**config.mk**
```make
export PLATFORM = sky130hd
export DESIGN_NAME = hazard_ctrl
export DESIGN_NICKNAME = d
export VERILOG_FILES = /design/src/rtl/pipe_pkg.sv /design/src/rtl/hazard_cmp.sv /design/src/rtl/hazard_ctrl.sv
export SDC_FILE = /design/constraint.sdc
export NUM_CORES = 1
export LEC_CHECK = 0
export CORE_MARGIN = 4
export CORE_UTILIZATION = 41
export DETAILED_ROUTE_END_ITERATION = 10
export PLACE_DENSITY = 0.68
export SLEW_MARGIN = 10
export SYNTH_ARGS = -nofsm -noshare
export SYNTH_HDL_FRONTEND = slang
export SYNTH_SLANG_ARGS = --single-unit
```
**constraint.sdc**
```tcl
create_clock -name clk -period 6.05 [get_ports clk]
set_clock_uncertainty 0.15 [all_clocks]
set_input_delay 1.21 -clock clk [delete_from_list [all_inputs] [get_ports clk]]
set_output_delay 1.21 -clock clk [all_outputs]
set_load 0.01 [all_outputs]
```
**src/rtl/pipe_pkg.sv**
```systemverilog
// Shared pipeline types: operand-forward encodings and the in-flight slot record.
// Used by hazard_ctrl and its per-source comparator hazard_cmp.
package pipe_pkg;

  localparam int REG_W = 4;

  typedef enum logic [1:0] {
    FWD_RF    = 2'b00,
    FWD_EXMEM = 2'b01,
    FWD_MEMWB = 2'b10
  } fwd_t;

  typedef struct packed {
    logic             valid;
    logic [REG_W-1:0] rd;
    logic             reg_write;
    logic             mem_read;
  } slot_t;

endpackage

```
**src/rtl/hazard_cmp.sv**
```systemverilog
// Compares one decode source register against the EX/MEM/WB slots; purely combinational.
// Hazard rule and forward select depend on HAZARD_FORWARDING_EN.
module hazard_cmp
  import pipe_pkg::*;
(
  input  logic [REG_W-1:0] rs,
  input  logic             used,
  input  slot_t            ex_slot,
  input  slot_t            mem_slot,
  input  slot_t            wb_slot,
  output logic             hazard,
  output fwd_t             fwd
);

  logic m_ex, m_mem, m_wb;
  logic unused_bits;

  function automatic logic slot_hit(input slot_t s, input logic [REG_W-1:0] r, input logic u);
    return u && (r != '0) && s.valid && s.reg_write && (s.rd == r);
  endfunction

  always_comb begin
    m_ex  = slot_hit(ex_slot, rs, used);
    m_mem = slot_hit(mem_slot, rs, used);
    m_wb  = slot_hit(wb_slot, rs, used);
`ifdef HAZARD_FORWARDING_EN
    // Only a load still in EX cannot be bypassed in time.
    hazard = m_ex && ex_slot.mem_read;
    // EX slot will sit in EX/MEM when this instruction executes; youngest wins.
    if (m_ex) begin
      fwd = FWD_EXMEM;
    end else if (m_mem) begin
      fwd = FWD_MEMWB;
    end else begin
      fwd = FWD_RF;
    end
`else
    hazard = m_ex || m_mem || m_wb;
    fwd    = FWD_RF;
`endif
  end

  assign unused_bits = ^{ex_slot.mem_read, mem_slot.mem_read, wb_slot.mem_read, m_wb};

endmodule

```
**src/rtl/hazard_ctrl.sv**
```systemverilog
// Pipeline hazard control: zero-latency stall/bubble/flush, registered operand forward selects.
// Forwarding and load-use-only stalling are built in when HAZARD_FORWARDING_EN is defined.
module hazard_ctrl
  import pipe_pkg::*;
#(
  parameter int NREG = 16
) (
  input  logic                    clk,
  input  logic                    rst,
  input  logic                    id_valid,
  input  logic [$clog2(NREG)-1:0] id_rs1,
  input  logic [$clog2(NREG)-1:0] id_rs2,
  input  logic                    id_rs2_used,
  input  logic [$clog2(NREG)-1:0] id_rd,
  input  logic                    id_reg_write,
  input  logic                    id_mem_read,
  input  logic                    br_taken,
  output logic                    stall,
  output logic                    bubble_ex,
  output logic                    flush_ifid,
  output logic [1:0]              fwd_a,
  output logic [1:0]              fwd_b,
  output logic [15:0]             perf_stalls
);

  slot_t       ex_q, ex_d, mem_q, mem_d, wb_q, wb_d;
  fwd_t        fwd_a_q, fwd_a_d, fwd_b_q, fwd_b_d;
  logic [15:0] perf_stalls_q, perf_stalls_d;

  logic haz_a, haz_b, hazard;
  fwd_t sel_a, sel_b;

  hazard_cmp u_cmp_a (
    .rs       (id_rs1),
    .used     (1'b1),
    .ex_slot  (ex_q),
    .mem_slot (mem_q),
    .wb_slot  (wb_q),
    .hazard   (haz_a),
    .fwd      (sel_a)
  );

  hazard_cmp u_cmp_b (
    .rs       (id_rs2),
    .used     (id_rs2_used),
    .ex_slot  (ex_q),
    .mem_slot (mem_q),
    .wb_slot  (wb_q),
    .hazard   (haz_b),
    .fwd      (sel_b)
  );

  always_comb begin
    stall         = 1'b0;
    bubble_ex     = 1'b0;
    flush_ifid    = 1'b0;
    hazard        = id_valid && (haz_a || haz_b);

    // A taken branch kills the decode instruction, so its hazard is moot.
    if (br_taken) begin
      flush_ifid = 1'b1;
      bubble_ex  = 1'b1;
    end else if (hazard) begin
      stall      = 1'b1;
      bubble_ex  = 1'b1;
    end

    wb_d  = mem_q;
    mem_d = ex_q;
    if (bubble_ex || !id_valid) begin
      ex_d    = '0;
      fwd_a_d = FWD_RF;
      fwd_b_d = FWD_RF;
    end else begin
      ex_d.valid     = 1'b1;
      ex_d.rd        = id_rd;
      ex_d.reg_write = id_reg_write;
      ex_d.mem_read  = id_mem_read;
      fwd_a_d        = sel_a;
      fwd_b_d        = sel_b;
    end

    perf_stalls_d = perf_stalls_q;
    if (stall && (perf_stalls_q != 16'hFFFF)) begin
      perf_stalls_d = perf_stalls_q + 16'd1;
    end
  end

  always_ff @(posedge clk) begin
    if (rst) begin
      ex_q          <= '0;
      mem_q         <= '0;
      wb_q          <= '0;
      fwd_a_q       <= FWD_RF;
      fwd_b_q       <= FWD_RF;
      perf_stalls_q <= '0;
    end else begin
      ex_q          <= ex_d;
      mem_q         <= mem_d;
      wb_q          <= wb_d;
      fwd_a_q       <= fwd_a_d;
      fwd_b_q       <= fwd_b_d;
      perf_stalls_q <= perf_stalls_d;
    end
  end

  assign fwd_a       = fwd_a_q;
  assign fwd_b       = fwd_b_q;
  assign perf_stalls = perf_stalls_q;

endmodule

```
==> flow_metrics.tcl <==
set metrics [dict create \
    boundaryPins 42 \
    slew_headroom 0.5684 \
    num_vias 1514 \
    netlist_instances 202 \
    path_max_fanout 7 \
    total_power_mw 0.4299 \
    htreeDepth 2 \
    synthArstFlopShare 0 \
    detail_route.wl_per_cell_um 13.80 \
    grt.total_usage 0.1532 \
    stdcell_area_sq_um 2272 \
    layout.nets 255 \
    cp.arrival_ns 3.60 \
    min-delay-start "ex_q[6]" \
    ir_drop_v 0.0001357 \
    coreArea_sq_um 4144 \
    r2r-start "perf_stalls[0]" \
    overflow 0 \
    hold_path.class "flip-flop to flip-flop" \
    ys_warn_count 0 \
    grt_pass1_wl_um 6734 \
    hpwlAfterDp_um 2848 \
    syn_area_per_cell_sq_um 9.025 \
    pre_cts_slack_ns 1.068 \
    hold_depth 1 \
    cts_tree "done" \
    setup_slack_ns 1.091 \
    period_share 0.8196 \
    die_w_um 74.68 \
    synth_area_leaders "dfxtp_1 (37%), xor2_1 (7.2%), nor2b_1 (6.9%)" \
    fp-row-count 23 \
    power_density_nw_per_um2 189.2 \
    slew_violations 0 \
    rrSetupSlack_ns 3.32 \
    area_delta_synth_final_pct 24.64 \
    cts_buffers 5 \
    maxCapViolations 0 \
    drive_gt1_frac 0.08120 \
    initial_core_util 0.4399 \
    setup-violations-final 0 \
    p_leak_nw 0.8172 \
    required_ns 4.69 \
    r2r-end "perf_stalls[15]" \
    cts_max_path_buffers 2 \
    yosysTopAreaCellShare 0.3734 \
    antenna_found_initial 0 \
    postPlaceCellArea_sq_um 2190 \
    gp_congestion 0.8528 \
    portBuffers 36 \
    synth.distinct_cells 38 \
    final_common_cell "clkdlybuf4s50_1" \
    cts-resized-gates 0 \
    grt_max_degree 38 \
    final_cell_mix "clkdlybuf4s50_1 (36), dfxtp_1 (34), nor2b_1 (20)" \
    yosys_register_bits 34 \
    hold_viol_final 0 \
    postCtsHoldBufs 0 \
    ys.flop_type "dfxtp_1" \
    first_pass_iters 4 \
    cts_setup_buffers 0 \
    crit_type "input pin to output pin" \
    reg2reg_depth 9 \
    fp.dieH_um 74.68 \
    root_buffer "clkbuf_8" \
    clkTransAtPathRegs_ns 0.06 \
    crit_path_end_kind "output pin" \
    grt_pass1_vias 1465 \
    postRouteAntennaNets 0 \
    max_freq_mhz 201.7 \
    drt_wl_total_um 3919 \
    synth_top_area_cell "dfxtp_1" \
    utilization 0.5483 \
    synth.cell_area_sq_um 1823 \
    synth_edf_count 0 \
    clock-sinks 34 \
    via_per_inst 5.331 \
    layout_min_cycle_time_ns 4.959 \
    holdPathEnd "mem_q[6]" \
    rsz0062_at_grt "no" \
    drc_errors 0 \
    clock_latency_ns 0.27 \
    antenna_cells 0 \
    tns_ns 0 \
    status "finished clean" \
    die-area_sq_um 5577 \
    worst_pin_slew_ns 0.6451 \
    ys_seq_area_frac 0.3734 \
    critPathLaunchType "input pin" \
    drtIter0Drc 69 \
]
-- report_power, final --
group	internal, mW	switching, mW
registers	0.226	0.00216
logic	0.0197	0.0200
clock network	0.0877	0.0741
total	0.334	0.0963
-- state kept, by name, indices dropped and copies added (netlist names) --
register	count
mem_q	6
perf_stalls	16
ex_q	6
wb_q	6
-- worst max path at each step --
| stage | from | endpoint | cells after the start |
|---|---|---|---|
| 3_3_place_gp | id_rs2[0] | stall | 7 |
| 6_report | id_rs2[0] | bubble_ex | 7 |
| 3_5_place_dp | id_rs2[0] | stall | 7 |
| 2_1_floorplan | id_rs2[0] | bubble_ex | 6 |
| 5_1_grt | id_rs2[0] | stall | 7 |
| 4_1_cts | id_rs2[0] | stall | 7 |
-- through the flow --
stage	std cells	hold WS, ns
after floorplan	205	0.3094
after global placement	278	0.3282
after detailed placement	278	0.3366
after CTS	284	0.3452
after global routing	284	0.3573
final	284	0.3455
-- layout make-up --
type                            instances  area [sq um]
Multi-Input combinational cell        154          1060
Fill cell                             397          1872
Timing Repair Buffer                   39         382.9
Sequential cell                        34         680.7
Inverter                                1         3.754
Clock buffer                            6         82.58
Tap cell                               50         62.56
-- cell usage after synthesis, types with 5 or more instances --
| master | n |
|---|---|
| a21oi_1 | 11 |
| and2_1 | 7 |
| buf_4 | 5 |
| clkbuf_1 | 7 |
| dfxtp_1 | 34 |
| mux2_1 | 8 |
| nand2_1 | 9 |
| nand3_1 | 9 |
| nor2_1 | 12 |
| nor2b_1 | 20 |
| nor3_1 | 11 |
| or3_1 | 5 |
| xnor2_1 | 6 |
| xor2_1 | 15 |
-- critical path, cell delays in order --
cell and delay [ns]:
clkdlybuf4s50_1 0.52, o41ai_2 0.44, nor4_1 0.11, a41o_2 0.30
nor4_4 0.42, o21bai_1 0.11, clkdlybuf4s50_1 0.49
-- cell families after synthesis --
logic type / count (synthesis) / synth area share
multiplexers: 8 / 0.04942
flip-flops: 34 / 0.3734
AO/OA/AOI/OAI: 23 / 0.08991
other: 1 / 0.002057
XOR/XNOR: 21 / 0.1009
adder cells (fa/ha/maj): 1 / 0.006862
AND/OR/NAND/NOR: 97 / 0.3260
buffers and inverters: 17 / 0.05148
-- per-layer routing --
metal | routed length (um) | vias to the layer above | share of wire | GRT usage
met4 | 40 | 0 | 0.010 | 0.04743
met5 | 0 | - | 0 | 0
met3 | 166 | 4 | 0.042 | 0.03738
li1 | - | 767 | - | -
met1 | 1866 | 715 | 0.48 | 0.1993
met2 | 1845 | 28 | 0.47 | 0.2517
No activity file was read; power rests on OpenSTA's default activity.
